### src/rtl/pipe_pkg.sv
// rtl/pipe_pkg.sv - shared EX/MEM pipeline types, widths and control-bit indices
package pipe_pkg;

  localparam int PIPE_DATA_W = 32;
  localparam int PIPE_REG_W  = 5;
  localparam int WB_CTL_W    = 2;
  localparam int M_CTL_W     = 3;

  localparam int WB_REGWRITE = 1;
  localparam int WB_MEMTOREG = 0;
  localparam int M_BRANCH    = 2;
  localparam int M_MEMREAD   = 1;
  localparam int M_MEMWRITE  = 0;

  // One EX result as carried into MEM; field order fixes the packed layout.
  typedef struct packed {
    logic [WB_CTL_W-1:0]    wb_ctl;
    logic [M_CTL_W-1:0]     m_ctl;
    logic [PIPE_DATA_W-1:0] add_result;
    logic                   zero;
    logic [PIPE_DATA_W-1:0] alu_result;
    logic [PIPE_DATA_W-1:0] rdata2;
    logic [PIPE_REG_W-1:0]  dest_reg;
  } ex_mem_payload_t;

  localparam int PAYLOAD_W = $bits(ex_mem_payload_t);

endpackage

### src/rtl/skid_buf.sv
// rtl/skid_buf.sv - two-entry valid/ready skid buffer with flush
module skid_buf #(
  parameter int WIDTH = 8
) (
  input  logic             clk,
  input  logic             rst_n,
  input  logic             in_valid,
  output logic             in_ready,
  input  logic [WIDTH-1:0] in_data,
  input  logic             flush,
  output logic             out_valid,
  input  logic             out_ready,
  output logic [WIDTH-1:0] out_data
);

  logic [WIDTH-1:0] r_main;
  logic [WIDTH-1:0] r_skid;
  logic             r_main_valid;
  logic             r_skid_valid;
  logic             w_accept;
  logic             w_deliver;

  // in_ready is a register output: it only depends on whether the skid slot is occupied.
  assign in_ready  = !r_skid_valid;
  assign out_valid = r_main_valid;
  assign out_data  = r_main;
  assign w_accept  = in_valid & !r_skid_valid;
  assign w_deliver = r_main_valid & out_ready;

  // Main/skid occupancy and data movement; flush beats both accept and deliver.
  always_ff @(posedge clk or negedge rst_n) begin
    if (!rst_n) begin
      r_main       <= '0;
      r_skid       <= '0;
      r_main_valid <= 1'b0;
      r_skid_valid <= 1'b0;
    end else if (flush) begin
      r_main_valid <= 1'b0;
      r_skid_valid <= 1'b0;
    end else if (w_deliver) begin
      // With the skid full, in_ready is low, so no accept can collide with the refill.
      if (r_skid_valid) begin
        r_main       <= r_skid;
        r_skid_valid <= 1'b0;
      end else if (w_accept) begin
        r_main <= in_data;
      end else begin
        r_main_valid <= 1'b0;
      end
    end else if (w_accept) begin
      if (r_main_valid) begin
        r_skid       <= in_data;
        r_skid_valid <= 1'b1;
      end else begin
        r_main       <= in_data;
        r_main_valid <= 1'b1;
      end
    end
  end

endmodule

### src/rtl/ex_mem_skid.sv
// rtl/ex_mem_skid.sv - EX/MEM pipeline register with skid buffer; EX_MEM_STALL_CNT_EN adds stall_cnt
module ex_mem_skid
  import pipe_pkg::*;
#(
  parameter int DATA_W = PIPE_DATA_W,
  parameter int REG_W  = PIPE_REG_W
) (
  input  logic                clk,
  input  logic                rst_n,
  input  logic                in_valid,
  output logic                in_ready,
  input  logic [WB_CTL_W-1:0] in_wb_ctl,
  input  logic [M_CTL_W-1:0]  in_m_ctl,
  input  logic [DATA_W-1:0]   in_add_result,
  input  logic                in_zero,
  input  logic [DATA_W-1:0]   in_alu_result,
  input  logic [DATA_W-1:0]   in_rdata2,
  input  logic [REG_W-1:0]    in_dest_reg,
  input  logic                flush,
  output logic                out_valid,
  input  logic                out_ready,
  output logic [WB_CTL_W-1:0] out_wb_ctl,
  output logic [M_CTL_W-1:0]  out_m_ctl,
  output logic [DATA_W-1:0]   out_add_result,
  output logic                out_zero,
  output logic [DATA_W-1:0]   out_alu_result,
  output logic [DATA_W-1:0]   out_rdata2,
  output logic [REG_W-1:0]    out_dest_reg,
  output logic                out_pcsrc
`ifdef EX_MEM_STALL_CNT_EN
  ,
  output logic [31:0]         stall_cnt
`endif
);

  ex_mem_payload_t w_in;
  ex_mem_payload_t w_out;
  logic            w_out_valid;

  // The payload struct is sized from the package; DATA_W/REG_W default to the same widths.
  assign w_in.wb_ctl     = in_wb_ctl;
  assign w_in.m_ctl      = in_m_ctl;
  assign w_in.add_result = in_add_result;
  assign w_in.zero       = in_zero;
  assign w_in.alu_result = in_alu_result;
  assign w_in.rdata2     = in_rdata2;
  assign w_in.dest_reg   = in_dest_reg;

  skid_buf #(
    .WIDTH (PAYLOAD_W)
  ) u_skid_buf (
    .clk       (clk),
    .rst_n     (rst_n),
    .in_valid  (in_valid),
    .in_ready  (in_ready),
    .in_data   (w_in),
    .flush     (flush),
    .out_valid (w_out_valid),
    .out_ready (out_ready),
    .out_data  (w_out)
  );

  assign out_valid      = w_out_valid;
  assign out_wb_ctl     = w_out.wb_ctl;
  assign out_m_ctl      = w_out.m_ctl;
  assign out_add_result = w_out.add_result;
  assign out_zero       = w_out.zero;
  assign out_alu_result = w_out.alu_result;
  assign out_rdata2     = w_out.rdata2;
  assign out_dest_reg   = w_out.dest_reg;

  // Branch taken only for a live head entry with the branch bit set and a zero compare.
  assign out_pcsrc = w_out_valid & w_out.m_ctl[M_BRANCH] & w_out.zero;

`ifdef EX_MEM_STALL_CNT_EN
  logic [31:0] r_stall_cnt;

  // Count cycles where MEM holds off a valid head; wraps naturally and survives flush.
  always_ff @(posedge clk or negedge rst_n) begin
    if (!rst_n) begin
      r_stall_cnt <= '0;
    end else if (w_out_valid && !out_ready) begin
      r_stall_cnt <= r_stall_cnt + 32'd1;
    end
  end

  assign stall_cnt = r_stall_cnt;
`endif

endmodule
### config.mk
export PLATFORM = sky130hd
export DESIGN_NAME = ex_mem_skid
export DESIGN_NICKNAME = d
export VERILOG_FILES = /design/src/rtl/pipe_pkg.sv /design/src/rtl/skid_buf.sv /design/src/rtl/ex_mem_skid.sv
export SDC_FILE = /design/constraint.sdc
export NUM_CORES = 1
export LEC_CHECK = 0
export CAP_MARGIN = 25
export CORE_MARGIN = 3
export CORE_UTILIZATION = 30
export CTS_CLUSTER_DIAMETER = 150
export DETAILED_ROUTE_END_ITERATION = 7
export GPL_TIMING_DRIVEN = 0
export MAX_ROUTING_LAYER = met4
export SLEW_MARGIN = 20
export SYNTH_ARGS = -nofsm -noshare
export SYNTH_HDL_FRONTEND = slang
export SYNTH_SLANG_ARGS = --single-unit
### constraint.sdc
create_clock -name clk -period 3.3 [get_ports clk]
set_input_delay 0.66 -clock clk [delete_from_list [all_inputs] [get_ports clk]]
set_output_delay 0.66 -clock clk [all_outputs]
set_load 0.02 [all_outputs]
* Word level (Yosys, flattened, before mapping)
Cells that the tools add are included.
** Word-level totals
- Flip-flop bits (word level) :: 216
- Latch bits :: 0
- Bits in writable memories :: 0
- ROM bits :: 0
- Input bits :: 112
- Memories :: 0
** Operators by class
- Add/subtract/negate cells :: 0
- $mul :: 0
- Div/mod/pow operators :: 0
- Magnitude comparators :: 0
- Eq/ne operators :: 3
- Shift-type cells :: 0
- Muxes and demuxes :: 14
- Bitwise gates (word level) :: 6
- Reductions and logical operators :: 9
** Operators with widths (number)
- two-way mux 107 bit :: 5
- two-way mux 1 bit :: 9
- AND reduction 4 bit :: 2
- inequality test 3 bit, second input constant :: 2
- nonzero test 3 bit :: 2
- AND 1 bit :: 4
- nonzero test 2 bit :: 2
- AND reduction 3 bit :: 1
- inequality test 2 bit, second input constant :: 1
- inverter 1 bit :: 2
- AND reduction 2 bit :: 1
- logical NOT 1 bit :: 1

* Depth between registers and ports, before layout
- Depth after elaboration :: 6
- Mapped depth :: 6
- Depth with buffers taken out :: 3

* Cells and area by module
Synthesis repeated with hierarchy kept, for this count alone.
** Unflattened totals
- Cells, all modules :: 584
- Area total of the unflattened synthesis :: 9305.2 um^2
** By module, submodules not included
- skid_buf :: times used 1, cells each 583, area an instance 9298.9 um^2
- ex_mem_skid :: times used 1, cells each 1, area an instance 6.3 um^2

* Worst setup path before layout
OpenSTA, ideal clock, no wires.
- Kind :: reg-to-reg
- Start point :: register u_skid_buf.r_main_valid (netlist: u_skid_buf.out_valid)
- End point :: register u_skid_buf.r_main[100] (netlist: u_skid_buf.out_data[100])
- Library setup time :: 125 ps
- Arrival time :: 1791 ps
- Setup slack :: 1384 ps
- Stages on the path, launching flop included :: 7
- Path buffers :: 3
- Period minus slack after synthesis :: 1916 ps
- Cells stage by stage :: dfrtp_1 > buf_2 > nand2_1 > a221oi_2 > buf_4 > buf_6 > mux2_2
** Between the ends
- Cells in the longest elaborated chain, start to end :: 3
** RTL lines
- start: declaration :: RTL line skid_buf.sv:18 : logic r_main_valid;
- start signal: assignment :: RTL line skid_buf.sv:35 : r_main_valid <= 1'b0;
- start signal: assignment :: RTL line skid_buf.sv:38 : r_main_valid <= 1'b0;
- start signal: assignment :: RTL line skid_buf.sv:48 : r_main_valid <= 1'b0;
- AND 1 bit :: RTL line skid_buf.sv:28 : assign w_deliver = r_main_valid & out_ready;
- inequality test 2 bit (no line) or nonzero test 2 bit (tied branches)
- AND reduction 4 bit (no line)
- end signal: assignment :: RTL line skid_buf.sv:43 : r_main <= r_skid;
- end signal: assignment :: RTL line skid_buf.sv:46 : r_main <= in_data;
- end signal: assignment :: RTL line skid_buf.sv:55 : r_main <= in_data;
- end: declaration :: RTL line skid_buf.sv:16 : logic [WIDTH-1:0] r_main;
Parallel ways exist; a longest one is shown, timed or not.
A chain may end at the register's enable or synchronous reset.

* Worst setup path in the final report
- Start point :: input port out_ready
- End point :: register u_skid_buf.r_main[104] (netlist: u_skid_buf.out_data[104])
** Between the ends
- Cells in the longest elaborated chain, start to end :: 3
** RTL lines
- start: declaration :: RTL line ex_mem_skid.sv:21 : input logic out_ready,
- AND 1 bit (*) :: RTL line skid_buf.sv:28
- inequality test 2 bit (no line) or nonzero test 2 bit (tied branches)
- AND reduction 4 bit (no line)
Mark *: on every way between the ends. The rest lies on a longest branch, timed or not.

==> reports/summary.md <==
Die span in y: 182 um. The number of warnings printed during yosys synthesis came out at 0. The number of antenna diodes in the final layout is 0. Averaged over all synthesized cells, the footprint is 16.0 sq um. Derived from the worst setup path, the maximum achievable clock frequency is 0.400 GHz. The die covers 0.0332 sq mm.

Global routing used 13.3% of the available tracks. The placed instances occupy a cell area of 0.0121 sq mm. The routed via count is 5640. The tree is rooted in a sky130_fd_sc_hd__clkbuf_16. The floorplan has 63 rows.

The critical-path maximum fanout works out to 10. The end-of-flow core utilization was 42.7%; the number of setup violations in the final report was 0. The share of the clock period used by the worst path is 75.7%, and the number of CTS-inserted buffers is 26. For this block, the routed nets add up to 21900 um of wire. The average detailed-routed wire length per instance is 17.6 um, and the static leakage is 5.34 nW. In this run the cell area of the synthesized design comes to 0.00932 sq mm. The sort of element at the start of the critical path is a primary input. The clock passes through at most 3 buffers.

After clock tree synthesis, the setup repair step added 0 buffers. Post-synthesis register bit count: 216. The worst pin sits at a relative slew slack of 55.3%. The logs give 91 for the pin count of the biggest net entering global routing and 15000 um for the post-detailed-placement half-perimeter wirelength. The run gives 58.0% as the sequential-to-total area share from yosys stat. The final instance area is 0.0129 sq mm. For this run, asynchronously set or reset flops after synthesis account for 100%. The latest clock arrival within the worst-skew pair came out at 0.52 ns.

After Yosys synthesis, and, or, nand and nor cells account for 0.457% of the synthesized area. On the final layout, the worst clock skew is 0.0109 ns. Post-synthesis to final-layout area growth: 38.2%.

After filler insertion, the fill cell instance count of the layout stands at 2809. For the post-synthesis instance total, the log shows 584. By startpoint and endpoint, the worst setup path is classified as primary input to register. The first global-routing pass estimated 34700 um of wire.

The synthesized netlist devotes 0.403% of its cell area to compound gates. Measured along the x axis, the die boundary spans 182 um. After clock tree synthesis, the repair step resized 0 gates. The starting utilization of the core area was 30.9%. STA puts the critical path data required time at 3.69 ns. Setup repair after global routing left no endpoint under its margin. The number of primary I/O pins came out at 222.

The peak supply drop is 476 uV. Yosys instantiated no cell more often than sky130_fd_sc_hd__mux2_2. Among all flip-flop cells after synthesis, the most frequent one is sky130_fd_sc_hd__dfrtp_1.

During placement, the flow inserted port buffers numbering 221. After global routing the overflow that remains totals 0. The net count after synthesis came out at 696.

The H-tree depth was 1. The initial antenna violation count is 0. The number of hold violations in the final report was 0; the critical path data arrival time was 2.89 ns. The minimum clock period after layout was 2.50 ns; the layout net count was 948. After detailed routing, the number of remaining DRC violations is 0. In the synthesized netlist, the cells that appear most often are 321 x sky130_fd_sc_hd__mux2_2, 216 x sky130_fd_sc_hd__dfrtp_1, 20 x sky130_fd_sc_hd__buf_2.

TritonCTS built the clock tree. Yosys attributes the largest share of cell area to sky130_fd_sc_hd__dfrtp_1 58%, sky130_fd_sc_hd__mux2_2 39%, sky130_fd_sc_hd__buf_2 1.1%, sky130_fd_sc_hd__buf_6 0.73%, sky130_fd_sc_hd__clkbuf_1 0.28%. The number of enable flip-flop cells after synthesis was 0; the length of the first detailed-routing pass in iterations was 4. After detailed routing, the number of vias per cell comes to 4.53.

The adder-cell share of the synthesized area came out at 0%. Routability-driven placement finished with a final weighted congestion of 0.684. The logs give 16 for the number of distinct library cells after synthesis and 0 for the number of max-cap violations. For this block, the initial DRC count from the detailed router was 122.

Area share of the largest cell type after synthesis: 58.0%. The tools report the number of clock sinks seen by CTS as 216. The count of nets left with antenna violations once routing finished came out at 0. In the final layout, the share of cells above drive strength 1 is 45.6%. Class of the tightest hold or removal check: primary input to asynchronous set/reset pin.

By area, the combinational part of the netlist is dominated by multiplexers. The run gives 0 as the max-slew violation count. After Yosys synthesis, XOR and XNOR cells account for 0% of the synthesized area. The floorplan step defined a core boundary enclosing 0.0301 sq mm. The largest area contributor in the netlist was sky130_fd_sc_hd__dfrtp_1.

The count of hold-fix buffers inserted at cts is 0. The power per cell area works out to 642 mW/mm^2. The worst setup path is captured at a register. The flow ran to the end, and the final reports show no timing, DRC or antenna violations. Measured against the total synthesized area, the mux share comes to 38.8%. The clock slew at the register clock pins of the worst setup and hold paths works out to 0.05 ns. The transition time at the pin with the least slew margin works out to 0.670 ns. Number of global-route vias before repair: 6229.
## per-stage QoR
step,setup slack [ns],std cells,TNS [ns],hold slack [ns],power [mW]
2_1_floorplan,1.38,584,0,0.364,4.69
3_3_place_gp,-8.32,1195,-1793.12,0.485,5.65
3_5_place_dp,0.220,1198,0,0.492,5.70
4_1_cts,0.763,1246,0,0.102,8.43
5_1_grt,0.707,1246,0,0.126,8.71
6_report,0.802,1246,0,0.107,8.27
## where the power goes
group	total, mW	internal [mW]	switching, mW
Clock	2.65	1.56	1.09
Sequential	3.62	3.30	0.316
Combinational	2.01	1.18	0.830
Total	8.27	6.03	2.24
## cell type report
cell class              instances  area [sq um]  area share [%]
plain buffers                  35           209            1.62
flip-flops and latches        216          5410            42.0
clock inverters                 5          28.8           0.224
inverters                       2          7.51          0.0583
repair buffers                224          2280            17.7
clock buffers                  43           756            5.87
multi-input cells             331          3690            28.7
well taps                     390           488            3.79
## worst max-delay path, cell delays in order
cell and delay (ns):
sky130_fd_sc_hd__clkdlybuf4s50_1 0.56, sky130_fd_sc_hd__inv_1 0.09, sky130_fd_sc_hd__a221oi_2 0.61, sky130_fd_sc_hd__buf_6 0.22, sky130_fd_sc_hd__buf_4 0.21, sky130_fd_sc_hd__buf_6 0.19
sky130_fd_sc_hd__mux2_2 0.34
## cell usage in the layout (no fill, tap or decap), drive strengths merged, types with 2 or more instances in the layout
| cell type | count |
|---|---|
| a21oi | 2 |
| clkdlybuf4s50 | 220 |
| mux2 | 321 |
| dfrtp | 216 |
| clkinv | 4 |
| inv | 3 |
| buf | 32 |
| clkbuf | 50 |
## final timing paths
kind	slack, ns	cells after the start	from	endpoint
worst max-delay path	0.80	7	out_ready	u_skid_buf.out_data[104]$_DFFE_PN0P_
worst min-delay path	0.11	1	rst_n	u_skid_buf.out_data[65]$_DFFE_PN0P_
worst max register to register	1.01	6	u_skid_buf.r_skid_valid$_DFFE_PN0P_	u_skid_buf.out_data[104]$_DFFE_PN0P_
worst min register to register	0.50	1	u_skid_buf.out_data[6]$_DFFE_PN0P_	u_skid_buf.out_data[6]$_DFFE_PN0P_
max in group asynchronous	2.33	2	rst_n	u_skid_buf.out_data[98]$_DFFE_PN0P_
min in group clk	0.50	1	u_skid_buf.out_data[6]$_DFFE_PN0P_	u_skid_buf.out_data[6]$_DFFE_PN0P_
## cells by family (layout without fill, tap and decap cells)
family                 after synthesis  count (layout)
AOI/OAI and AO/OA                    5               5
buffers and inverters               37             309
DFF                                216             216
muxes                              321             321
and+or+nand+nor                      5               5
## state kept, by name, indices dropped and copies added (netlist names)
name	flops
u_skid_buf.out_data	107
u_skid_buf.out_valid	1
u_skid_buf.r_skid_valid	1
u_skid_buf.r_skid	107
## metal layers
layer / global-route usage, % / routed length, um
met1: 17.2 / 9780
met3: 3.55 / 1370
met4: 2.74 / 461
met5: - / 0
met2: 21.3 / 10300
Power figures use the tool's default switching activity.
